**src/rtl/i2c_target_mem.sv**
```systemverilog
// I2C target emulating an AT24C02-style byte-addressed memory.
// Supports a word-address pointer, sequential writes, and sequential or random
// reads with pointer auto-increment. Every committed write byte is also
// reported on the wr_valid/wr_addr/wr_data strobe.
//
// state     | meaning
// ----------+---------------------------------------------------------
// IDLE      | bus free, or after STOP; waiting for START
// DEV       | shifting in the device address + R/W byte
// DEV_ACK   | driving ACK for a matching device address
// WADDR     | shifting in the word address that loads ptr
// WADDR_ACK | driving ACK for the word address
// WDATA     | shifting in a write data byte
// WDATA_ACK | driving ACK for a committed write byte
// RDATA     | shifting out mem[ptr], MSB first
// RD_MACK   | released; sampling the master's ACK/NACK
// IGNORE    | not addressed or read finished; bus left alone
module i2c_target_mem #(
    parameter logic [6:0] DEV_ADDR = 7'h50,
    parameter int         MEM_AW   = 8
) (
    input  logic              aclk,
    input  logic              areset,
    input  logic              scl_i,
    input  logic              sda_i,
    output logic              sda_oe,
    output logic              busy,
    output logic              wr_valid,
    output logic [MEM_AW-1:0] wr_addr,
    output logic [7:0]        wr_data,
    output logic [MEM_AW-1:0] ptr
);

    typedef enum logic [3:0] {
        IDLE, DEV, DEV_ACK, WADDR, WADDR_ACK,
        WDATA, WDATA_ACK, RDATA, RD_MACK, IGNORE
    } state_t;

    localparam logic [MEM_AW-1:0] PTR_ONE = {{(MEM_AW-1){1'b0}}, 1'b1};

    logic [7:0] mem [2**MEM_AW];

    logic scl_s1, scl_s2, scl_h;
    logic sda_s1, sda_s2, sda_h;
    logic scl_rise, scl_fall, start_det, stop_det;

    state_t            state, state_nx;
    logic [2:0]        bit_cnt, bit_cnt_nx;
    logic [7:0]        shreg, shreg_nx;
    logic [7:0]        rd_sh, rd_sh_nx;
    logic              got_byte, got_byte_nx;
    logic              rw_bit, rw_bit_nx;
    logic              sda_oe_nx, busy_nx, wr_valid_nx;
    logic [MEM_AW-1:0] wr_addr_nx, ptr_nx;
    logic [7:0]        wr_data_nx;
    logic              mem_we;
    logic [7:0]        rx_byte;
    logic [7:0]        mem_rd;

    // Synchronizers plus history flops; reset to the idle-high bus level so
    // leaving reset never looks like a START.
    always_ff @(posedge aclk or posedge areset) begin
        if (areset) begin
            scl_s1 <= 1'b1; scl_s2 <= 1'b1; scl_h <= 1'b1;
            sda_s1 <= 1'b1; sda_s2 <= 1'b1; sda_h <= 1'b1;
        end else begin
            scl_s1 <= scl_i; scl_s2 <= scl_s1; scl_h <= scl_s2;
            sda_s1 <= sda_i; sda_s2 <= sda_s1; sda_h <= sda_s2;
        end
    end

    assign scl_rise  = scl_s2 & ~scl_h;
    assign scl_fall  = ~scl_s2 & scl_h;
    assign start_det = scl_s2 & sda_h & ~sda_s2;
    assign stop_det  = scl_s2 & ~sda_h & sda_s2;
    assign rx_byte   = {shreg[6:0], sda_s2};
    assign mem_rd    = mem[ptr];

    // Storage has no reset; a committed write lands at the current pointer.
    always_ff @(posedge aclk) begin
        if (mem_we) mem[ptr] <= rx_byte;
    end

    // State and output registers.
    always_ff @(posedge aclk or posedge areset) begin
        if (areset) begin
            state    <= IDLE;
            bit_cnt  <= 3'd0;
            shreg    <= 8'd0;
            rd_sh    <= 8'd0;
            got_byte <= 1'b0;
            rw_bit   <= 1'b0;
            sda_oe   <= 1'b0;
            busy     <= 1'b0;
            wr_valid <= 1'b0;
            wr_addr  <= '0;
            wr_data  <= 8'd0;
            ptr      <= '0;
        end else begin
            state    <= state_nx;
            bit_cnt  <= bit_cnt_nx;
            shreg    <= shreg_nx;
            rd_sh    <= rd_sh_nx;
            got_byte <= got_byte_nx;
            rw_bit   <= rw_bit_nx;
            sda_oe   <= sda_oe_nx;
            busy     <= busy_nx;
            wr_valid <= wr_valid_nx;
            wr_addr  <= wr_addr_nx;
            wr_data  <= wr_data_nx;
            ptr      <= ptr_nx;
        end
    end

    // Next-state and output decode. got_byte marks "8 bits taken on a rise,
    // act on the following fall" so SDA only ever moves while SCL is low.
    always_comb begin
        state_nx    = state;
        bit_cnt_nx  = bit_cnt;
        shreg_nx    = shreg;
        rd_sh_nx    = rd_sh;
        got_byte_nx = got_byte;
        rw_bit_nx   = rw_bit;
        sda_oe_nx   = sda_oe;
        busy_nx     = busy;
        wr_valid_nx = 1'b0;
        wr_addr_nx  = wr_addr;
        wr_data_nx  = wr_data;
        ptr_nx      = ptr;
        mem_we      = 1'b0;

        if (start_det) begin
            state_nx    = DEV;
            bit_cnt_nx  = 3'd0;
            got_byte_nx = 1'b0;
            sda_oe_nx   = 1'b0;
            busy_nx     = 1'b0;
        end else if (stop_det) begin
            state_nx    = IDLE;
            bit_cnt_nx  = 3'd0;
            got_byte_nx = 1'b0;
            sda_oe_nx   = 1'b0;
            busy_nx     = 1'b0;
        end else begin
            case (state)
                IDLE: ;
                DEV: begin
                    if (scl_rise && !got_byte) begin
                        shreg_nx   = rx_byte;
                        bit_cnt_nx = bit_cnt + 3'd1;
                        if (bit_cnt == 3'd7) begin
                            if (rx_byte[7:1] == DEV_ADDR) begin
                                got_byte_nx = 1'b1;
                                rw_bit_nx   = rx_byte[0];
                            end else begin
                                state_nx = IGNORE;
                            end
                        end
                    end else if (scl_fall && got_byte) begin
                        got_byte_nx = 1'b0;
                        sda_oe_nx   = 1'b1;
                        busy_nx     = 1'b1;
                        state_nx    = DEV_ACK;
                    end
                end
                DEV_ACK: begin
                    if (scl_fall) begin
                        bit_cnt_nx = 3'd0;
                        if (rw_bit) begin
                            rd_sh_nx  = mem_rd;
                            sda_oe_nx = ~mem_rd[7];
                            state_nx  = RDATA;
                        end else begin
                            sda_oe_nx = 1'b0;
                            state_nx  = WADDR;
                        end
                    end
                end
                WADDR: begin
                    if (scl_rise && !got_byte) begin
                        shreg_nx   = rx_byte;
                        bit_cnt_nx = bit_cnt + 3'd1;
                        if (bit_cnt == 3'd7) begin
                            ptr_nx      = rx_byte[MEM_AW-1:0];
                            got_byte_nx = 1'b1;
                        end
                    end else if (scl_fall && got_byte) begin
                        got_byte_nx = 1'b0;
                        sda_oe_nx   = 1'b1;
                        state_nx    = WADDR_ACK;
                    end
                end
                WADDR_ACK, WDATA_ACK: begin
                    if (scl_fall) begin
                        sda_oe_nx  = 1'b0;
                        bit_cnt_nx = 3'd0;
                        state_nx   = WDATA;
                    end
                end
                WDATA: begin
                    if (scl_rise && !got_byte) begin
                        shreg_nx   = rx_byte;
                        bit_cnt_nx = bit_cnt + 3'd1;
                        if (bit_cnt == 3'd7) begin
                            mem_we      = 1'b1;
                            wr_valid_nx = 1'b1;
                            wr_addr_nx  = ptr;
                            wr_data_nx  = rx_byte;
                            ptr_nx      = ptr + PTR_ONE;
                            got_byte_nx = 1'b1;
                        end
                    end else if (scl_fall && got_byte) begin
                        got_byte_nx = 1'b0;
                        sda_oe_nx   = 1'b1;
                        state_nx    = WDATA_ACK;
                    end
                end
                RDATA: begin
                    if (scl_fall) begin
                        if (bit_cnt == 3'd7) begin
                            sda_oe_nx  = 1'b0;
                            bit_cnt_nx = 3'd0;
                            state_nx   = RD_MACK;
                        end else begin
                            bit_cnt_nx = bit_cnt + 3'd1;
                            rd_sh_nx   = {rd_sh[6:0], 1'b0};
                            sda_oe_nx  = ~rd_sh[6];
                        end
                    end
                end
                RD_MACK: begin
                    if (scl_rise && !got_byte) begin
                        ptr_nx = ptr + PTR_ONE;
                        if (!sda_s2) got_byte_nx = 1'b1;
                        else         state_nx    = IGNORE;
                    end else if (scl_fall && got_byte) begin
                        got_byte_nx = 1'b0;
                        rd_sh_nx    = mem_rd;
                        sda_oe_nx   = ~mem_rd[7];
                        bit_cnt_nx  = 3'd0;
                        state_nx    = RDATA;
                    end
                end
                IGNORE: ;
                default: state_nx = IDLE;
            endcase
        end
    end

endmodule

```
**config.mk**
```make
export PLATFORM = sky130hd
export DESIGN_NAME = i2c_target_mem
export DESIGN_NICKNAME = d
export VERILOG_FILES = /design/src/rtl/i2c_target_mem.sv
export SDC_FILE = /design/constraint.sdc
export NUM_CORES = 2
export LEC_CHECK = 0
export BUFFER_PORTS_ARGS = -buffer_cell sky130_fd_sc_hd__buf_2
export CORE_UTILIZATION = 60
export CTS_CLUSTER_SIZE = 40
export DETAILED_ROUTE_END_ITERATION = 6
export PLACE_DENSITY = 0.75
export SLEW_MARGIN = 20
export SYNTH_ARGS = -nofsm -noshare
export SYNTH_HDL_FRONTEND = slang
export SYNTH_SLANG_ARGS = --single-unit
```
**constraint.sdc**
```tcl
create_clock -name aclk -period 9.5 [get_ports aclk]
set_input_delay 1.425 -clock aclk [delete_from_list [all_inputs] [get_ports aclk]]
set_output_delay 1.425 -clock aclk [all_outputs]
set_load 0.005 [all_outputs]
```
==> impl_metrics.ini <==
[yosys]
synth_common_cells = edfxtp_1 (2048), mux4_2 (501), nor2_1 (318), nand2_1 (121), clkbuf_1 (114)
synth_top_area_share_pct = 74.8
ys_seq_area_share_pct = 76.5
ys.flop_type = edfxtp_1
synth_most_common_cell = edfxtp_1
synth_seq_cells = 2104
synth_edf_count = 2048
async_reset_ff_share_pct = 2.66
ys_warn_count = 0
synth_cell_type_count = 76
synth_nets = 3986
synth_area_leader_cell = edfxtp_1
postSynthAreaPerCell_um2 = 20.7
synthCells = 3976
synth_area_leaders = edfxtp_1 (75%), mux4_2 (14%), dfrtp_1 (1.5%), nor2_1 (1.5%), mux2i_1 (1.4%)
synth_area_um2 = 82200

[pwr]
power.total_mw = 22.4
p_per_area_nw_per_um2 = 247
intPower_mw = 16.3
pwr-share-comb_pct = 15.9
p_sw_share_pct = 27.1
max-vdd-ir-drop_mv = 0.253
p_seq_share_pct = 49.6
power_switching_mw = 6.06
power_frac_clock_pct = 34.4
leakage_nw = 28.1

[detailed_routing]
viasPerCell = 7.25
drt-pass1-iter-count = 7
drc_errors = 0
ant_nets = 0
vias = 43400
drt_iter0_drc = 8079
wl_per_cell_um = 37.9
wl_um = 227000

[clock_tree]
cts_tree = built
cts_setup_buffers = 0
cts_made_buffers = 198
ctsHoldBuffers = 0
cts_num_sinks = 2104
cts_htree_levels = 4
clk_latency_ns = 0.86
path_clk_slew_ns = 0.06
cts_root_buffer = clkbuf_16
cts.path.max_buffers = 3
cts_resized = 0

[layout]
fin_nets = 4058
areaGrowthSynthToFinish_pct = 10.3
final_util_pct = 66.8
fillers = 8223
drive_above_1_share_pct = 23.3

[sta]
skew_ns = 0.0379
setup_tns_ns = 0
setup_viol = 0
hold_viol_final = 0
rsz0062_at_grt = no
slew_headroom_pct = 15.5
finalCritPeriodShare_pct = 53.4
period_needed_ns = 5.08
tightest_slew_ns = 1.27
max_freq_mhz = 197
slew_violations = 0

[floorplanning]
dieArea_um2 = 138000
initial_utilization_pct = 60.6
std_cell_rows = 135
die_x_um = 372
die_height_um = 372
core-area_um2 = 136000
num_io_pins = 31

[grt]
use_met1_pct = 46.1
top_usage_layer = met2
met2_usage_pct = 49.4
first_global_vias = 42300
grt_overflow = 0
grt_max_degree = 170
met3_usage_pct = 9.89
grt_pass1_wl_um = 321000
grt.total_usage_pct = 33.6
antenna_found_initial = 8

[worst_hold_path]
hp-class = reg2reg
worstHoldStart = scl_s1$_DFF_PP1_
holdPathStages = 0

[job]
max_cap_violations = 0

[status]
status = completed

[setup_path]
critPathRequiredTime_ns = 8.08
crit_type = reg2out
startpoint_type = flip-flop
cp-end-kind = output port
rr_startpoint = sda_s2$_DFF_PP1_
worst_r2r_path_depth = 8
cp.arrival_ns = 3.65
crit_path_start = ptr[0]$_DFFE_PP0P_
crit_fanout = 59

[placed_design]
io_buffers = 30
place_hpwl_um = 134000
globalplace.congestion = 0.969
==> sequential cells by signal, summed over array words and instances, names as in the netlist, 3 cells and up <==
register / cells
state: 4
ptr: 8
mem: 2048
shreg: 7
rd_sh: 7
bit_cnt: 3
wr_addr: 8
wr_data: 8
==> layout make-up <==
type                       instances  area, um^2  share of cell area [%]
sequential                      2104       63000                    69.5
tap                             1781        2230                    2.46
timing repair buffer             122         981                    1.08
clock buffer                     247        5180                    5.72
clock inverter                   114        1040                    1.15
inverter                           9        38.8                  0.0428
multi-input combinational       1613       18200                    20.1
antenna                            5        12.5                  0.0138
==> through the flow <==
stage               setup WS (ns)  area (um^2)  hold WS (ns)  cells
floorplan                    4.62        82200         0.345   3976
global placement             4.68        84400         0.352   5628
detailed placement           4.63        84400         0.348   5629
CTS                          4.35        90600         0.360   5990
global route                 4.19        90600         0.361   5990
finish                       4.42        90600         0.358   5995
==> layer usage <==
metal  vias to the layer above  wire length, um
li1                      16700                -
met1                     22300            77500
met2                      3793           103000
met3                       713            32500
met4                         8            13700
met5                         -              112
==> worst max-delay path, stage by stage, from the launching register on <==
cell and delay (ns):
dfrtp_4 0.87, buf_4 0.57, buf_4 0.58, buf_12 0.46
buf_2 0.21
==> path summary, 6_finish.rpt <==
path	endpoint	slack, ns
worst max-delay path	ptr[0]	4.42
worst min-delay path	scl_s2$_DFF_PP1_	0.36
worst max register to register	mem[111][2]$_DFFE_PP_	4.46
worst min register to register	scl_s2$_DFF_PP1_	0.36
max in group asynchronous	ptr[2]$_DFFE_PP0P_	7.94
min in group asynchronous	busy$_DFFE_PP0P_	0.51
==> power by group through the flow <==
stage	clock network (mW)	registers [mW]	logic, mW
floorplan	0	11.5	2.07
global placement	0	11.3	3.47
detailed placement	0	11.3	3.50
CTS	7.72	11.1	3.51
global route	8.04	11.1	3.67
finish	7.70	11.1	3.56
==> layout by cell type, fill, tap and decap left out, types with 12 or more instances in the layout <==
| master | instances |
|---|---|
| buf_2 | 30 |
| clkbuf_16 | 200 |
| mux4_2 | 501 |
| buf_4 | 80 |
| a221oi_1 | 12 |
| nand3_1 | 51 |
| a21oi_1 | 70 |
| a31oi_1 | 21 |
| nor2_1 | 315 |
| o21ai_0 | 26 |
| nor3_1 | 24 |
| edfxtp_1 | 2048 |
| and3_1 | 12 |
| dfrtp_1 | 36 |
| o22ai_1 | 31 |
| clkbuf_1 | 47 |
| mux2i_1 | 112 |
| a211oi_1 | 14 |
| clkinv_1 | 46 |
| nand2b_1 | 12 |
| bufinv_16 | 14 |
| nand2_1 | 121 |
| clkinv_2 | 31 |
| a22oi_1 | 74 |
| mux2_2 | 34 |
==> cells by family after synthesis <==
family / count (synthesis) / synth area share [%]
and+or+nand+nor: 623 / 3.36
adders and majority gates: 6 / 0.0913
DFF: 2104 / 76.5
muxes: 652 / 15.7
buffers and inverters: 259 / 1.49
AOI/OAI and AO/OA: 330 / 2.78
xor gates and xnor gates: 2 / 0.0213
No activity file was read; power rests on OpenSTA's default activity.
